[config.mk]
export PLATFORM = sky130hd
export DESIGN_NAME = cordic_sincos_pipe
export DESIGN_NICKNAME = d
export VERILOG_FILES = /design/src/rtl/cordic_sincos_pipe.sv
export SDC_FILE = /design/constraint.sdc
export NUM_CORES = 2
export LEC_CHECK = 0
export ABC_AREA = 1
export ABC_CLOCK_PERIOD_IN_PS = 141200
export CORE_MARGIN = 5
export CORE_UTILIZATION = 50
export DETAILED_ROUTE_END_ITERATION = 8
export HOLD_SLACK_MARGIN = 0.06
export PLACE_DENSITY = 0.65
export SYNTH_ARGS = -nofsm -noshare
export SYNTH_HDL_FRONTEND = slang
export SYNTH_SLANG_ARGS = --single-unit
[constraint.sdc]
create_clock -name clk -period 141.2 [get_ports clk]
set_clock_uncertainty 0.15 [all_clocks]
set_input_delay 35.3 -clock clk [delete_from_list [all_inputs] [get_ports clk]]
set_output_delay 35.3 -clock clk [all_outputs]
set_load 0.01 [all_outputs]
[src/rtl/cordic_sincos_pipe.sv]
// cordic_sincos_pipe: fully pipelined rotation-mode CORDIC producing cos/sin
// of a full-circle binary angle with valid/ready flow control and a
// pass-through tag. One fold stage, N iteration stages, one output stage.
// Optional build macro CORDIC_ROUND_SAT_EN: round-half-up by GUARD bits and
// saturate on the output; otherwise the GUARD LSBs are truncated.
module cordic_sincos_pipe #(
   parameter int XY_W  = 18,
   parameter int Z_W   = 16,
   parameter int N     = 16,
   parameter int GUARD = 3,
   parameter int TAG_W = 4
) (
   input  logic                    clk,
   input  logic                    reset,
   input  logic                    in_valid,
   output logic                    in_ready,
   input  logic [Z_W-1:0]          in_angle,
   input  logic [TAG_W-1:0]        in_tag,
   output logic                    out_valid,
   input  logic                    out_ready,
   output logic signed [XY_W-1:0]  out_cos,
   output logic signed [XY_W-1:0]  out_sin,
   output logic [TAG_W-1:0]        out_tag
);

   // Internal x/y carry GUARD extra LSBs plus one headroom bit
   localparam int XW = XY_W + GUARD + 1;

   // Start vector pre-scaled by the CORDIC gain so the result lands on 1.0
   localparam logic signed [XW-1:0] XINIT =
      XW'($rtoi(0.6072529350 * (2.0 ** (XY_W - 2 + GUARD)) + 0.5));

`ifdef CORDIC_ROUND_SAT_EN
   localparam int RND = (GUARD > 0) ? (1 << (GUARD - 1)) : 0;
   localparam logic signed [XY_W+1:0] QMAX = (XY_W+2)'((2 ** (XY_W - 1)) - 1);
   localparam logic signed [XY_W+1:0] QMIN = (XY_W+2)'(-(2 ** (XY_W - 1)));
`endif

   // atan(2^-i) in units of 2^-32 turn
   function automatic logic [31:0] atanTurns(input int i);
      case (i)
         0:  return 32'h20000000;
         1:  return 32'h12E4051E;
         2:  return 32'h09FB385B;
         3:  return 32'h051111D4;
         4:  return 32'h028B0D43;
         5:  return 32'h0145D7E1;
         6:  return 32'h00A2F61E;
         7:  return 32'h00517C55;
         8:  return 32'h0028BE53;
         9:  return 32'h00145F2F;
         10: return 32'h000A2F98;
         11: return 32'h000517CC;
         12: return 32'h00028BE6;
         13: return 32'h000145F3;
         14: return 32'h0000A2FA;
         15: return 32'h0000517D;
         16: return 32'h000028BE;
         17: return 32'h0000145F;
         18: return 32'h00000A30;
         19: return 32'h00000518;
         20: return 32'h0000028C;
         21: return 32'h00000146;
         22: return 32'h000000A3;
         23: return 32'h00000051;
         default: return 32'h00000000;
      endcase
   endfunction

   // Angle step rescaled to Z_W bits with round-half-up
   function automatic logic signed [Z_W-1:0] atanStep(input int i);
      logic [31:0] t;
      t = atanTurns(i) + (32'd1 << (31 - Z_W));
      return t[32-Z_W +: Z_W];
   endfunction

   // Drop the guard bits of one output component
   function automatic logic signed [XY_W-1:0] shapeOut(input logic signed [XW-1:0] v);
`ifdef CORDIC_ROUND_SAT_EN
      logic signed [XW:0]     r;
      logic signed [XY_W+1:0] q;
      r = {v[XW-1], v} + (XW+1)'(RND);
      q = (XY_W+2)'(r >>> GUARD);
      if (q > QMAX)
         return {1'b0, {(XY_W-1){1'b1}}};
      else if (q < QMIN)
         return {1'b1, {(XY_W-1){1'b0}}};
      else
         return q[XY_W-1:0];
`else
      return v[GUARD +: XY_W];
`endif
   endfunction

   logic                   advance;
   logic [N:0]             vld;
   logic [N:0]             flips;
   logic signed [XW-1:0]   xs [0:N];
   logic signed [XW-1:0]   ys [0:N];
   logic signed [Z_W-1:0]  zs [0:N];
   logic [TAG_W-1:0]       tags [0:N];
   logic signed [XW-1:0]   xn [0:N-1];
   logic signed [XW-1:0]   yn [0:N-1];
   logic signed [Z_W-1:0]  zn [0:N-1];
   logic signed [XW-1:0]   xsh, ysh;
   logic [1:0]             quad;
   logic                   foldFlip;
   logic [Z_W-1:0]         foldZ;
   logic signed [XW-1:0]   xf, yf;

   // Whole pipeline moves together; it stalls only when a result is held
   assign advance  = ~out_valid | out_ready;
   assign in_ready = advance;

   // Fold quadrants 1 and 2 onto -90..+90 by subtracting 180 degrees
   always_comb begin
      quad     = in_angle[Z_W-1:Z_W-2];
      foldFlip = (quad == 2'b01) | (quad == 2'b10);
      foldZ    = {in_angle[Z_W-1] ^ foldFlip, in_angle[Z_W-2:0]};
   end

   // One micro-rotation per stage, direction chosen by the sign of residual z
   always_comb begin
      xsh = '0;
      ysh = '0;
      for (int i = 0; i < N; i++) begin
         xsh = xs[i] >>> i;
         ysh = ys[i] >>> i;
         if (!zs[i][Z_W-1]) begin
            xn[i] = xs[i] - ysh;
            yn[i] = ys[i] + xsh;
            zn[i] = zs[i] - atanStep(i);
         end else begin
            xn[i] = xs[i] + ysh;
            yn[i] = ys[i] - xsh;
            zn[i] = zs[i] + atanStep(i);
         end
      end
   end

   // Datapath registers need no reset: validity is tracked separately
   always_ff @(posedge clk) begin
      if (advance) begin
         xs[0]    <= XINIT;
         ys[0]    <= '0;
         zs[0]    <= foldZ;
         flips[0] <= foldFlip;
         tags[0]  <= in_tag;
         for (int i = 0; i < N; i++) begin
            xs[i+1]    <= xn[i];
            ys[i+1]    <= yn[i];
            zs[i+1]    <= zn[i];
            flips[i+1] <= flips[i];
            tags[i+1]  <= tags[i];
         end
      end
   end

   // Valid shift register; bubbles travel with the data
   always_ff @(posedge clk or posedge reset) begin
      if (reset)
         vld <= '0;
      else if (advance)
         vld <= {vld[N-1:0], in_valid};
   end

   // Undo the 180-degree fold on the final vector
   always_comb begin
      xf = flips[N] ? -xs[N] : xs[N];
      yf = flips[N] ? -ys[N] : ys[N];
   end

   // Output register, cleared by reset so nothing stale is presented
   always_ff @(posedge clk or posedge reset) begin
      if (reset) begin
         out_valid <= 1'b0;
         out_cos   <= '0;
         out_sin   <= '0;
         out_tag   <= '0;
      end else if (advance) begin
         out_valid <= vld[N];
         out_cos   <= shapeOut(xf);
         out_sin   <= shapeOut(yf);
         out_tag   <= tags[N];
      end
   end

endmodule

==> impl_metrics.yaml <==
run_status:
  status: "finished, final reports clean"
timing:
  fmaxAchievable_mhz: 13.7
  fin_setup_tns_ns: 0
  maxSlewViolCount: 0
  fin_crit_ns: 72.74
  final-setup-viol-count: 0
  finalCritPeriodShare: 0.515
  max-slew-margin-rel: 0.340
  finalHoldViolCount: 0
  worst_pin_slew_ns: 0.990
  rsz0062_at_grt: "no"
setup_path:
  reg2reg_slack_ns: 136.36
  timing.rr.end: "zs[0][57]$_DFFE_PP_"
  start_kind: "primary input"
  r2r_cells: 7
  cp_cell_sequence: "clkdlybuf4s50_1 -> nor2_4 -> inv_8 -> clkdlybuf4s50_1"
  crit_path_max_fanout: 98
  cp.depth: 4
  critPathSlowestCell: "clkdlybuf4s50_1"
  arrival_ns: 37.29
  critPathTopFamily: "buffers and inverters"
  endpoint_kind: "primary output"
  worst-setup-path-type: "primary input to primary output"
  rr_startpoint: "out_valid$_DFFE_PP0P_"
  required_ns: 105.75
  cp_common_cell: "clkdlybuf4s50_1"
  crit_path_max_incr_delay_ns: 0.91
  cp_num_buf_inv: 3
die:
  rows: 153
  start_util: 0.503
  coreArea_um2: 174000
  die_w_um: 428
  die-area_um2: 183000
  die_h_um: 428
  ios: 66
routing:
  wire_per_inst_um: 18.1
  ant_nets: 0
  wl_um: 250000
  first_pass_iters: 6
  via_per_inst: 5.50
  drtIter0Drc: 5776
  drc: 0
  vias: 76200
clock_tree:
  cts.sinks: 1041
  cts_buffers: 119
  cts-root-buf: "clkbuf_16"
  cts_hold_buf: 0
  cts.repair.resized: 0
  cts_setup_buffers: 0
  clkTransAtPathRegs_ns: 0.06
  cts_tree: "yes"
  htreeDepth: 3
  clockBufferDepth: 3
  clkLatencyLatePin_ns: 0.79
run:
  maxCapViolations: 0
grt:
  antenna_found_initial: 3
  grt_max_degree: 99
  grt_pass1_vias: 73600
  grt_remaining_overflow: 0
  grt_pass1_wl_um: 394000
  grtUsageTotal: 0.265
placement:
  globalplace.congestion: 0.988
  placed_cell_area_um2: 91000
  portBuffers: 65
  hpwl_um: 205000
min_path:
  hold_depth: 0
  worstHoldStart: "flips[1]$_DFFE_PP_"
  min_path_type: "flip-flop to flip-flop"
  whs_endpoint: "flips[2]$_DFFE_PP_"
final_layout:
  syn_to_final_growth_pct: 8.85
  fin_nets: 12400
  fin_area_um2: 95200
  drive_above_1_share: 0.0255
  nFillCells: 16500
synth:
  postSynthAreaPerCell_um2: 7.75
  synthTopCellsByCount: "nand2_1 (2981), inv_1 (1397), nor2_1 (1005)"
  synth-main-ff-cell: "edfxtp_1"
  yosys-top-cells-area: "edfxtp_1 (34%), ha_1 (13%), nand2_1 (13%)"
  ys_types: 57
  netlist_instances: 11300
  yosys.area.top_type: "edfxtp_1"
  seq_area_frac_synth: 0.354
  synth_area_um2: 87500
  synth_top_area_frac: 0.338
  synth_seq_cells: 1041
  synth.most_common_cell: "nand2_1"
  async_reset_ff_frac: 0.0557
  yosys_warnings: 0
  synth_edf_count: 983
[kinds of logic (layout without fill, tap and decap cells)]
kind of cell,count (synthesis),in the layout,synth area share
fa+ha+maj,941,941,0.138
other cells,2,7,0.0000859
xor+xnor,871,871,0.0875
flops,1041,1041,0.354
compound gates,1684,1684,0.105
buf+inv,1478,1730,0.0639
simple gates,5262,5262,0.251
[how the worst max path moves through the flow]
stage / startpoint / endpoint / slack, ns
detailed placement: out_ready / in_ready / 68.43
global placement: out_ready / in_ready / 68.45
CTS: out_ready / in_ready / 68.43
global route: out_ready / in_ready / 68.30
floorplan: out_ready / in_ready / 43.54
finish: out_ready / in_ready / 68.46
[stage by stage]
step / worst slack, ns / hold WS (ns) / util / cells
2_1_floorplan: 43.54 / 0.250 / - / 11300
3_3_place_gp: 68.45 / 0.251 / 0.523 / 13600
3_5_place_dp: 68.43 / 0.255 / 0.523 / 13600
4_1_cts: 68.43 / 0.248 / 0.547 / 13900
5_1_grt: 68.30 / 0.262 / 0.547 / 13900
6_report: 68.46 / 0.248 / 0.547 / 13900
[cell usage in the layout (no fill, tap or decap), types with 17 or more instances in the layout]
cell / count
inv_1: 1396
a21o_1: 39
nor3_1: 95
xnor2_1: 187
o211ai_1: 24
buf_4: 32
o31ai_1: 49
nand2_1: 2981
ha_1: 896
nand3b_1: 39
o21bai_1: 50
clkinv_1: 26
dfrtp_1: 58
fa_1: 45
o21a_1: 25
nand4_1: 243
clkdlybuf4s50_1: 65
nor4_1: 34
nor2_1: 1004
nor2b_1: 18
nand3_1: 775
or2_2: 17
xor2_1: 681
a31oi_1: 77
clkbuf_16: 122
bufinv_16: 21
o21ai_0: 486
edfxtp_1: 983
a21boi_0: 22
a21oi_1: 870
[layout make-up]
cell class              count  area, um2  share of cell area
diodes                      3       7.51           0.0000789
repair buffers             97        891             0.00936
clock buffers             135       3120              0.0328
clock inverters            91       1100              0.0115
well taps                2325       2910              0.0306
multi-input cells        8762      50900               0.535
inverters                1407       5290              0.0556
flip-flops and latches   1041      31000               0.325
[flip-flops by register name, indices dropped and copies added, names as in the netlist, 17 cells and up]
| register | flops |
|---|---|
| ys | 329 |
| xs | 328 |
| zs | 241 |
| tags | 68 |
| out_cos | 18 |
| out_sin | 18 |
| flips | 17 |
| vld | 17 |
[layer usage]
metal,global-route usage,vias to the layer above,part of all wire
met5,0,-,0
li1,-,38300,-
met1,0.346,35400,0.44
met4,0.0874,0,0.035
met3,0.0319,411,0.049
met2,0.457,2010,0.47
Power is left out: the tool's default activity adds up to more than one toggle a clock period on the data nets, which glitch-free logic cannot reach.
